**src/rtl/seq_shift_unit_if.sv**
```systemverilog
// ----------------------------------------------------------------------------
// seq_shift_unit_if
//   Request/response bundle for the multi-cycle shift/rotate unit.
//   master : drives start/op/data_in/shamt, observes busy/done/data_out
//   slave  : the shift unit itself
// Signals
//   start     request, taken only while the unit is ready (IDLE or DONE)
//   op        00 SLL, 01 SRL, 10 SRA, 11 ROR
//   data_in   operand, WIDTH bits
//   shamt     shift amount, SHAMT_W bits, unsigned
//   busy      high while shifting
//   done      one-cycle completion pulse
//   data_out  last completed result
// ----------------------------------------------------------------------------
interface seq_shift_unit_if #(
  parameter int WIDTH   = 32,
  parameter int SHAMT_W = 5
) ();
  logic               start;
  logic [1:0]         op;
  logic [WIDTH-1:0]   data_in;
  logic [SHAMT_W-1:0] shamt;
  logic               busy;
  logic               done;
  logic [WIDTH-1:0]   data_out;

  modport master (
    output start, op, data_in, shamt,
    input  busy, done, data_out
  );

  modport slave (
    input  start, op, data_in, shamt,
    output busy, done, data_out
  );
endinterface

```
**src/rtl/seq_shift_unit.sv**
```systemverilog
// ----------------------------------------------------------------------------
// seq_shift_unit
//   Multi-cycle shift/rotate unit. An accepted request is shifted by at most
//   STEP bit positions per clock until the requested amount is exhausted, then
//   the result is registered on data_out and done pulses for one cycle.
//   Another request may be accepted in the DONE cycle (back-to-back).
// Parameters
//   WIDTH    operand/result width (>= 2)
//   SHAMT_W  shift-amount width, equal to $clog2(WIDTH)
//   STEP     max positions shifted per cycle, power of two, 1..WIDTH
//            (the interface instance must use the same WIDTH/SHAMT_W)
// Ports
//   clk      rising-edge clock
//   reset    asynchronous, active-high; aborts any operation in flight
//   bus      seq_shift_unit_if.slave request/response bundle
// ----------------------------------------------------------------------------
module seq_shift_unit #(
  parameter int WIDTH   = 32,
  parameter int SHAMT_W = 5,
  parameter int STEP    = 4
) (
  input  logic           clk,
  input  logic           reset,
  seq_shift_unit_if.slave bus
);

  typedef enum logic [1:0] {
    OP_SLL = 2'b00,
    OP_SRL = 2'b01,
    OP_SRA = 2'b10,
    OP_ROR = 2'b11
  } op_t;

  typedef enum logic [1:0] {
    IDLE  = 2'b00,
    SHIFT = 2'b01,
    DONE  = 2'b10
  } state_t;

  // One extra bit so that STEP and WIDTH themselves are representable.
  localparam int                AMT_W     = SHAMT_W + 1;
  localparam logic [AMT_W-1:0]  STEP_AMT  = AMT_W'(STEP);
  localparam logic [AMT_W-1:0]  WIDTH_AMT = AMT_W'(WIDTH);

  state_t             state, state_next;
  op_t                op_q;
  logic [WIDTH-1:0]   work;
  logic [WIDTH-1:0]   work_shifted;
  logic [WIDTH-1:0]   data_out_q;
  logic [SHAMT_W-1:0] rem;
  logic [SHAMT_W-1:0] rem_next;
  logic [AMT_W-1:0]   step_amt;
  logic               ready;
  logic               accept;
  logic               last_step;

  // Shift v by s positions (0 < s <= STEP) in the requested mode.
  function automatic logic [WIDTH-1:0] shift_by(
    input logic [WIDTH-1:0] v,
    input op_t              o,
    input logic [AMT_W-1:0] s
  );
    case (o)
      OP_SLL:  return v << s;
      OP_SRL:  return v >> s;
      OP_SRA:  return $signed(v) >>> s;
      default: return (v >> s) | (v << (WIDTH_AMT - s)); // OP_ROR
    endcase
  endfunction

  // This cycle's step: min(STEP, rem). Since rem <= WIDTH-1, step_amt never
  // exceeds rem and the subtraction cannot wrap.
  assign step_amt     = ({1'b0, rem} > STEP_AMT) ? STEP_AMT : {1'b0, rem};
  assign rem_next     = rem - step_amt[SHAMT_W-1:0];
  assign last_step    = (rem_next == '0);
  assign work_shifted = shift_by(work, op_q, step_amt);

  assign ready  = (state == IDLE) || (state == DONE);
  assign accept = bus.start && ready;

  // NOTE: sequential state is assigned with <= so every register samples the
  // pre-edge value of its sources, independent of block ordering.
  always_ff @(posedge clk or posedge reset) begin
    if (reset) state <= IDLE;
    else       state <= state_next;
  end

  // NOTE: state_next gets a default before the case so no path leaves it
  // unassigned, which would otherwise infer a latch.
  always_comb begin
    state_next = state;
    case (state)
      IDLE, DONE: begin
        if (accept) state_next = (bus.shamt == '0) ? DONE : SHIFT;
        else        state_next = IDLE;
      end
      SHIFT: begin
        if (last_step) state_next = DONE;
      end
      default: state_next = IDLE;
    endcase
  end

  // Datapath. accept and SHIFT are mutually exclusive, so the priority order
  // below never matters in practice.
  always_ff @(posedge clk or posedge reset) begin
    if (reset) begin
      work       <= '0;
      rem        <= '0;
      op_q       <= OP_SLL;
      data_out_q <= '0;
    end else if (accept) begin
      work <= bus.data_in;
      rem  <= bus.shamt;
      op_q <= op_t'(bus.op);
      // Zero-amount requests complete on the accepting edge.
      if (bus.shamt == '0) data_out_q <= bus.data_in;
    end else if (state == SHIFT) begin
      work <= work_shifted;
      rem  <= rem_next;
      if (last_step) data_out_q <= work_shifted;
    end
  end

  // All outputs are decoded from registers only.
  assign bus.busy     = (state == SHIFT);
  assign bus.done     = (state == DONE);
  assign bus.data_out = data_out_q;

endmodule
```
**src/flat_wrapper.sv**
```systemverilog
// flat-port wrapper written by rule: the top's interface ports become plain ports
module seq_shift_unit_flat 
#(
  parameter int WIDTH   = 32,
  parameter int SHAMT_W = 5,
  parameter int STEP    = 4
)
  (clk, reset, bus_start, bus_op, bus_data_in, bus_shamt, bus_busy, bus_done, bus_data_out);
  seq_shift_unit_if #(.WIDTH(WIDTH), .SHAMT_W(SHAMT_W)) bus_i ();
  input  logic clk;
  input  logic reset;
  input wire logic [$bits(bus_i.start)-1:0] bus_start;
  input wire logic [$bits(bus_i.op)-1:0] bus_op;
  input wire logic [$bits(bus_i.data_in)-1:0] bus_data_in;
  input wire logic [$bits(bus_i.shamt)-1:0] bus_shamt;
  output wire logic [$bits(bus_i.busy)-1:0] bus_busy;
  output wire logic [$bits(bus_i.done)-1:0] bus_done;
  output wire logic [$bits(bus_i.data_out)-1:0] bus_data_out;
  assign bus_i.start = bus_start;
  assign bus_i.op = bus_op;
  assign bus_i.data_in = bus_data_in;
  assign bus_i.shamt = bus_shamt;
  assign bus_busy = bus_i.busy;
  assign bus_done = bus_i.done;
  assign bus_data_out = bus_i.data_out;
  seq_shift_unit #(.WIDTH(WIDTH), .SHAMT_W(SHAMT_W), .STEP(STEP)) u_core (.clk(clk), .reset(reset), .bus(bus_i));
endmodule
```
**config.mk**
```make
export PLATFORM = sky130hd
export DESIGN_NAME = seq_shift_unit_flat
export DESIGN_NICKNAME = d
export VERILOG_FILES = /design/src/rtl/seq_shift_unit_if.sv /design/src/rtl/seq_shift_unit.sv /design/src/flat_wrapper.sv
export SDC_FILE = /design/constraint.sdc
export NUM_CORES = 1
export LEC_CHECK = 0
export CAP_MARGIN = 20
export CORE_ASPECT_RATIO = 1.5
export CORE_UTILIZATION = 58
export CTS_CLUSTER_SIZE = 10
export DETAILED_ROUTE_END_ITERATION = 6
export HOLD_SLACK_MARGIN = 0.03
export PLACE_DENSITY = 0.85
export RECOVER_POWER = 100
export SLEW_MARGIN = 20
export SYNTH_ARGS = -nofsm -noshare
export SYNTH_HDL_FRONTEND = slang
export SYNTH_SLANG_ARGS = --single-unit
```
**constraint.sdc**
```tcl
create_clock -name clk -period 5.2 [get_ports clk]
set_clock_uncertainty 0.2 [all_clocks]
set_input_delay 1.04 -clock clk [delete_from_list [all_inputs] [get_ports clk]]
set_output_delay 1.04 -clock clk [all_outputs]
set_load 0.02 [all_outputs]
```
# Word level (Yosys, flattened, before mapping)

Cells that the tools add are included.

Bits in registers: 73
Bits of input ports: 42
Output and inout port bits: 34
Logic and storage cells: 43

Add/sub/neg operators: 2
Order comparisons: 1
Equality and inequality tests: 6
Shifts and indexed selects: 4
Muxes and demuxes: 14
Bitwise logic cells: 1
Reduce and logical (&&, ||, !) cells: 10

Operator list:

| operator              | number |
|---|---|
| $mux W32              | 6 |
| $pmux W32 S3          | 1 |
| $shl A32 B6 Y32       | 2 |
| $or A32 B32 Y32       | 1 |
| $shr A32 B6 Y32       | 1 |
| $sshr A32 B6 Y32      | 1 |
| $mux W5               | 3 |
| $logic_not A5 Y1      | 2 |
| $mux W2               | 3 |
| $sub A6 B6 Y6 const A | 1 |
| $gt A5 B3 Y1 const B  | 1 |
| $sub A5 B5 Y5         | 1 |
| $eq A2 B1 Y1 const B  | 2 |
| $eq A2 B2 Y1 const B  | 2 |
| $logic_not A2 Y1      | 2 |
| $pmux W2 S2           | 1 |
| $reduce_bool A2 Y1    | 2 |
| $reduce_and A3 Y1     | 1 |
| $ne A2 B1 Y1 const B  | 1 |
| $ne A2 B2 Y1 const B  | 1 |
| $reduce_or A2 Y1      | 1 |
| $logic_and A1 B1 Y1   | 1 |
| $logic_or A1 B1 Y1    | 1 |

# Depth between registers and ports, before layout

Gate-level depths: netlist (run 1).

Depth in word-level cells: 9
Depth in mapped cells: 15
Depth with buffers taken out: 10

# Worst setup path after synthesis (run 1)

No wires, ideal clock.

Path kind: reg-to-reg
Start point: register u_core.rem[3]
End point: register u_core.data_out_q[20] (netlist: u_core.bus.data_out[20])
Library setup time: 0.133 ns
Arrival: 3.283 ns
Path slack: 1.584 ns
Stages on the path, launching flop included: 14
Clock period less this slack: 3.616 ns
Cells stage by stage: dfrtp_1 > buf_2 > nor4b_4 > inv_2 > clkbuf_1 > clkbuf_1 > ha_1 > clkbuf_1 > clkbuf_1 > clkbuf_1 > nand2_1 > and3_1 > nor4_1 > o21ai_1

Longest elaborated chain between the ends: 9

Ends and longest elaborated chain:

| element                  | RTL line              | text |
|---|---|---|
| start: declaration       | seq_shift_unit.sv:50  | `logic [SHAMT_W-1:0] rem;` |
| start signal: assignment | seq_shift_unit.sv:114 | `rem <= bus.shamt;` |
| start signal: assignment | seq_shift_unit.sv:120 | `rem <= rem_next;` |
| $gt A5 B3 Y1             | seq_shift_unit.sv:73  | `assign step_amt = ({1'b0, rem} > STEP_AMT) ? STEP_AMT : {1'b0, rem};` |
| $mux W5                  | seq_shift_unit.sv:73  |  |
| $sub A6 B6 Y6            | seq_shift_unit.sv:67  | `default: return (v >> s) \| (v << (WIDTH_AMT - s));` |
| $shl A32 B6 Y32          | seq_shift_unit.sv:67  |  |
| $or A32 B32 Y32          | seq_shift_unit.sv:67  |  |
| $pmux W32 S3             | seq_shift_unit.sv:63  | `case (o)` |
| $mux W32                 | seq_shift_unit.sv:121 | `if (last_step) data_out_q <= work_shifted;` |
| $mux W32                 | seq_shift_unit.sv:118 | `end else if (state == SHIFT) begin` |
| $mux W32                 | seq_shift_unit.sv:112 | `end else if (accept) begin` |
| end signal: assignment   | seq_shift_unit.sv:117 | `if (bus.shamt == '0) data_out_q <= bus.data_in;` |
| end signal: assignment   | seq_shift_unit.sv:121 |  |
| end: declaration         | seq_shift_unit.sv:49  | `logic [WIDTH-1:0] data_out_q;` |

Parallel ways exist; a longest one is shown, timed or not. The select of a mux whose other input is x is not followed.
A chain may end at the register's enable or synchronous reset.

# Final worst setup path (run 1)

Start point: register u_core.rem[4]
End point: register u_core.data_out_q[12] (netlist: u_core.bus.data_out[12])

The elaborated chain is that of the path after synthesis.

==> impl_metrics.json, run 1 <==
{
  "outcome": "finished with violations",
  "violations": "max-capacitance violations, max-slew violations",
  "grt_pass1_wl_um": 43600,
  "cts_setup_buffers": 0,
  "drtIter0Drc": 1195,
  "min_from": "u_core.bus.data_out[4]",
  "yosys-top-cells-area": "dfrtp_1 27%, mux4_2 7.9%, mux2i_1 6.9%",
  "die_area_sq_mm": 0.0123,
  "synth_most_common_cell": "nand2_1",
  "ir_drop_mv": 0.425,
  "h-tree-depth": 3,
  "period_needed_ps": 4410,
  "ys_seq_area_frac": 0.266,
  "die_w_um": 90.8,
  "yosys_register_bits": 73,
  "worstReg2RegEnd": "u_core.bus.data_out[12]",
  "num_vias": 7734,
  "cts_buffer_depth": 2,
  "drc": 0,
  "port_buffers": 75,
  "whs_ps": 272,
  "tightest_slew_ps": 1870,
  "async_flop_share": 1.00,
  "setup_viol": 0,
  "min_to": "u_core.bus.data_out[4]",
  "yosys-top-cells-count": "115 x nand2_1, 73 x dfrtp_1, 67 x clkbuf_1",
  "crit_type": "reg2reg",
  "p_total_mw": 6.41,
  "worstPathCellList": "nor3_1 -> nand2_1 -> o311ai_0 -> or3_1 -> nor2_1 -> o21ai_0",
  "arrival_ps": 4470,
  "leakagePower_nw": 3.13,
  "critPathRequiredTime_ps": 5260,
  "intPower_mw": 2.93,
  "grt-ovfl-total": 0,
  "die_h_um": 135,
  "cp_top_family": "simple AND/OR/NAND/NOR gates",
  "wirelength_um": 28400,
  "synth_edf_count": 0,
  "finalHoldViolCount": 0,
  "synthCells": 835,
  "top_layer_used": "met4",
  "pwr-share-seq": 0.229,
  "yosys_warnings": 0,
  "clk_pin_slew_ps": 60,
  "crit_path_start_kind": "register",
  "hold_buffers": 0,
  "fill_cells": 965,
  "r2r_cells": 6,
  "slowest_delay_ps": 1570,
  "wl_per_cell_um": 28.3,
  "syn_avg_cell_area_sq_um": 8.22,
  "fin_setup_tns_ps": 0,
  "timing.final.ws_setup_ps": 786,
  "syn-cell-area_sq_mm": 0.00686,
  "slew_headroom": -0.255,
  "gpl.final_weighted_congestion": 1.06,
  "yosysTopAreaCellShare": 0.266,
  "fmax_mhz": 227,
  "grt.total_usage": 0.471,
  "worstReg2RegStart": "u_core.rem[4]",
  "tritoncts": "done",
  "antenna_found_initial": 0,
  "end_kind": "register",
  "io_pins": 76,
  "powerDensity_mw_per_mm2": 818,
  "grt_max_degree": 47,
  "cts_inserted_buffers": 9,
  "cp_num_buf_inv": 0,
  "maxCapViolCount": 1,
  "dp_hpwl_um": 19300,
  "rsz0062_at_grt": "false",
  "dr_wl_met2_um": 12800,
  "r2r_slack_ps": 790,
  "cts.sinks": 73,
  "drive_gt1_frac": 0.104,
  "p_sw_frac": 0.544,
  "wl_met1_um": 9530,
  "nets": 891,
  "cts_resized": 0,
  "clockPowerShare": 0.117,
  "ys.flop_type": "dfrtp_1",
  "synth_cell_types": 85,
  "dr.pass1.iters": 6,
  "pwr-share-comb": 0.654,
  "yosys.area.top_type": "dfrtp_1",
  "syn_nets": 879,
  "met3_length_um": 3230,
  "cts-root-buf": "clkbuf_16",
  "finalCritPeriodShare": 0.849,
  "ant_nets": 0,
  "dp_slack_ps": 1330,
  "antenna_cells": 0,
  "cp_slowest_cell": "nor3_1",
  "grt_pass1_vias": 7378,
  "cp_max_fo": 21,
  "hold_depth": 1,
  "area_delta_synth_final_pct": 14.2,
  "clk_latency_ps": 350,
  "vias_per_cell": 7.72,
  "slew_violations": 16,
  "num_rows": 48,
  "floorplan.initialDensity": 0.595,
  "p_sw_mw": 3.49,
  "core-area_sq_mm": 0.0115,
  "hold_class": "reg2reg"
}
==> through the flow <==
step	cell area (sq um)	cells	util
final	7840	1002	0.680
after CTS	7880	1002	0.683
after global placement	7530	986	0.653
after global routing	7840	1002	0.680
after floorplan	6860	835	-
after detailed placement	7530	986	0.653
==> flip-flops by register name (all words and copies together) (netlist names) <==
register and flops:
u_core.bus.data_out 32, u_core.work 32, u_core.rem 5, u_core.op_q 2
u_core.state 2
==> worst register-to-register path, delay by kind of cell, from the launching register on <==
kind / cells / cell delay [ps]
AND/OR/NAND/NOR: 4 / 2570
flip-flops: 1 / 680
AO/OA/AOI/OAI: 2 / 880
==> routing by layer <==
| layer | GRT usage | up-vias |
|---|---|---|
| li1 | - | 3174 |
| met1 | 0.556 | 3641 |
| met2 | 0.734 | 701 |
| met3 | 0.109 | 218 |
| met4 | 0.376 | 0 |
| met5 | 0 | - |
==> cells in the final DEF, fill, tap and decap left out, types with 15 or more instances in the layout <==
cell / synthesis / routed
nand3_1: 32 / 32
a211oi_1: 18 / 19
dfrtp_1: 73 / 73
o22ai_1: 15 / 15
o21ai_0: 38 / 60
nor2_1: 60 / 59
dlygate4sd3_1: 0 / 36
nand2_1: 115 / 115
nor3_1: 16 / 17
a21oi_1: 43 / 44
mux4_2: 24 / 24
mux2i_1: 47 / 47
buf_4: 3 / 18
clkdlybuf4s50_1: 0 / 39
a31oi_1: 16 / 16
==> final cells by class <==
cell class	count	area, sq um	area share
Clock buffer	10	229	0.0292
Clock inverter	6	115	0.0147
Inverter	12	47.5	0.00607
Multi-Input combinational cell	655	4530	0.578
Sequential cell	73	1830	0.233
Tap cell	150	188	0.0240
Timing Repair Buffer	96	900	0.115
==> power by group through the flow <==
| stage | sequential, mW | combinational [mW] | clock [mW] |
|---|---|---|---|
| after floorplan | 1.16 | 2.99 | 0 |
| after global placement | 1.42 | 4.03 | 0 |
| after detailed placement | 1.43 | 4.10 | 0 |
| after CTS | 1.43 | 4.13 | 0.747 |
| after global routing | 1.47 | 4.44 | 0.770 |
| final | 1.47 | 4.19 | 0.748 |
==> how the worst max path moves through the flow <==
stage | end | from | slack [ps] | depth (start not counted)
after floorplan | u_core.bus.data_out[20] | u_core.rem[3] | 1580 | 13
final | u_core.bus.data_out[12] | u_core.rem[4] | 790 | 6
after detailed placement | u_core.bus.data_out[17] | u_core.rem[4] | 1330 | 10
after CTS | u_core.bus.data_out[27] | u_core.rem[4] | 1300 | 10
after global placement | u_core.bus.data_out[17] | u_core.rem[4] | 1440 | 10
after global routing | u_core.bus.data_out[12] | u_core.rem[4] | 620 | 6
==> cells by family after synthesis <==
| kind of cell | synth area share |
|---|---|
| AOI/OAI and AO/OA | 0.279 |
| xor gates and xnor gates | 0.00255 |
| adders and majority gates | 0.00365 |
| buffers and inverters | 0.0729 |
| DFF | 0.266 |
| muxes | 0.176 |
| other | 0.000546 |
| and+or+nand+nor | 0.200 |
Note: power is estimated with default switching activity, not from simulation.
==> run 2, diff against run 1 <==
- CORE_UTILIZATION: 58 -> 53
- PLACE_DENSITY: 0.85 -> 0.82
- clock period: 5.2 -> 3.6 ns (I/O delays scaled with it)
==> impl_metrics.json, run 2 (synthesis results as in run 1) <==
{
  "outcome": "finished, final reports clean",
  "end_kind": "register",
  "clk_latency_ps": 350,
  "antenna_cells": 0,
  "drc": 0,
  "cts-root-buf": "clkbuf_16",
  "final_common_cell": "nand2_1",
  "finalHoldViolCount": 0,
  "fmax_mhz": 289,
  "dp_hpwl_um": 19400,
  "cp-startpoint": "u_core.rem[2]",
  "tightest_slew_ps": 1150,
  "layout_common_cells": "115 x nand2_1, 73 x dfrtp_1, 59 x nor2_1",
  "slew_headroom": 0.233,
  "setup_viol": 0,
  "io_pins": 76,
  "top_layer_used": "met4",
  "grt_pass1_wl_um": 43100,
  "floorplan.initialDensity": 0.546,
  "cp_max_fo": 10,
  "dp.cells": 1018,
  "grt-ovfl-total": 0,
  "drtIter0Drc": 927,
  "drive_gt1_frac": 0.130,
  "arrival_ps": 3520,
  "cts.sinks": 73,
  "die_w_um": 94.9,
  "area_delta_synth_final_pct": 16.2,
  "cts_inserted_buffers": 9,
  "placed_area_sq_mm": 0.00776,
  "hold_class": "reg2reg",
  "fin_util": 0.634,
  "met3_length_um": 2660,
  "grt_max_degree": 52,
  "gpl.final_weighted_congestion": 1.01,
  "worstPathCellList": "clkbuf_1 -> nor4b_2 -> inv_2 -> ha_1 -> or4b_1 -> nor3_2 -> a31oi_1 -> a31o_1 -> o21ai_0",
  "num_vias": 7591,
  "vias_per_cell": 7.34,
  "clk_pin_slew_ps": 60,
  "cts_buffer_depth": 2,
  "die_area_sq_mm": 0.0134,
  "whs_ps": 272,
  "fin_setup_tns_ps": 0,
  "period_needed_ps": 3460,
  "ant_nets": 0,
  "cp_slowest_cell": "or4b_1",
  "core-area_sq_mm": 0.0126,
  "port_buffers": 75,
  "nets": 917,
  "powerDensity_mw_per_mm2": 1160,
  "fin_area_sq_mm": 0.00798,
  "ir_drop_mv": 0.534,
  "dr_wl_met2_um": 13100,
  "tritoncts": "done",
  "h-tree-depth": 3,
  "crit_type": "reg2reg",
  "leakagePower_nw": 3.22,
  "critPathRequiredTime_ps": 3660,
  "slew_violations": 0,
  "grt_pass1_vias": 7332,
  "final_cells": 1034,
  "wl_per_cell_um": 27.0,
  "worstReg2RegStart": "u_core.rem[2]",
  "min_from": "u_core.bus.data_out[19]",
  "grt.total_usage": 0.435,
  "wirelength_um": 27900,
  "maxCapViolCount": 0,
  "antenna_found_initial": 0,
  "die_h_um": 141,
  "crit_path_start_kind": "register",
  "wl_met1_um": 9790,
  "finalCritPeriodShare": 0.961,
  "rsz0062_at_grt": "false",
  "slowest_delay_ps": 620,
  "cts_setup_buffers": 0,
  "dr.pass1.iters": 6,
  "num_rows": 50
}
-- run 2: stage by stage --
step | power (mW) | setup WS (ps)
floorplan | 6.00 | 14.2
global placement | 8.15 | 296
CTS | 9.15 | 209
finish | 9.22 | 142
detailed placement | 8.22 | 210
global route | 9.67 | 11.2
-- run 2: final cells by class --
| class | count | area (sq um) |
|---|---|---|
| Multi-Input combinational cell | 655 | 4520 |
| Sequential cell | 73 | 1830 |
| Timing Repair Buffer | 122 | 1100 |
| Inverter | 12 | 47.5 |
| Clock inverter | 5 | 38.8 |
| Clock buffer | 11 | 243 |
| Fill cell | 1119 | 4600 |
| Tap cell | 156 | 195 |
-- run 2: worst max-delay path: cells and delay by family, from the launching register on --
kind / cells / cell delay (ps)
AND/OR/NAND/NOR: 3 / 1330
flip-flops: 1 / 550
buffers and inverters: 2 / 320
adder cells (fa/ha/maj): 1 / 160
AO/OA/AOI/OAI: 3 / 810
-- run 2: final timing paths --
check	to	slack, ps	depth (start not counted)
setup / recovery	u_core.work[23]	140	9
hold / removal	u_core.bus.data_out[19]	270	2
setup reg to reg	u_core.work[23]	140	9
hold reg to reg	u_core.bus.data_out[19]	270	2
max in group asynchronous	u_core.rem[3]	1150	3
min in group asynchronous	u_core.bus.data_out[7]	830	2
-- run 2: routing by layer --
metal,track usage,vias up
met3,0.0766,175
li1,-,3234
met2,0.692,588
met1,0.527,3594
met5,0,-
met4,0.297,0
-- run 2: report_power, final --
| group | internal, mW | leakage (nW) | switching [mW] | total, mW |
|---|---|---|---|---|
| combinational | 2.50 | 2.20 | 3.78 | 6.28 |
| sequential | 1.23 | 0.888 | 0.821 | 2.05 |
| clock | 0.492 | 0.137 | 0.400 | 0.892 |
| total | 4.22 | 3.22 | 5.00 | 9.22 |
-- run 2: what timing repair did --
action / CTS / global route
hold buffers: 0 / 0
setup endpoints to repair: 0 / 1
endpoints found under the hold margin: 0 / 0
resized for setup: 0 / 1
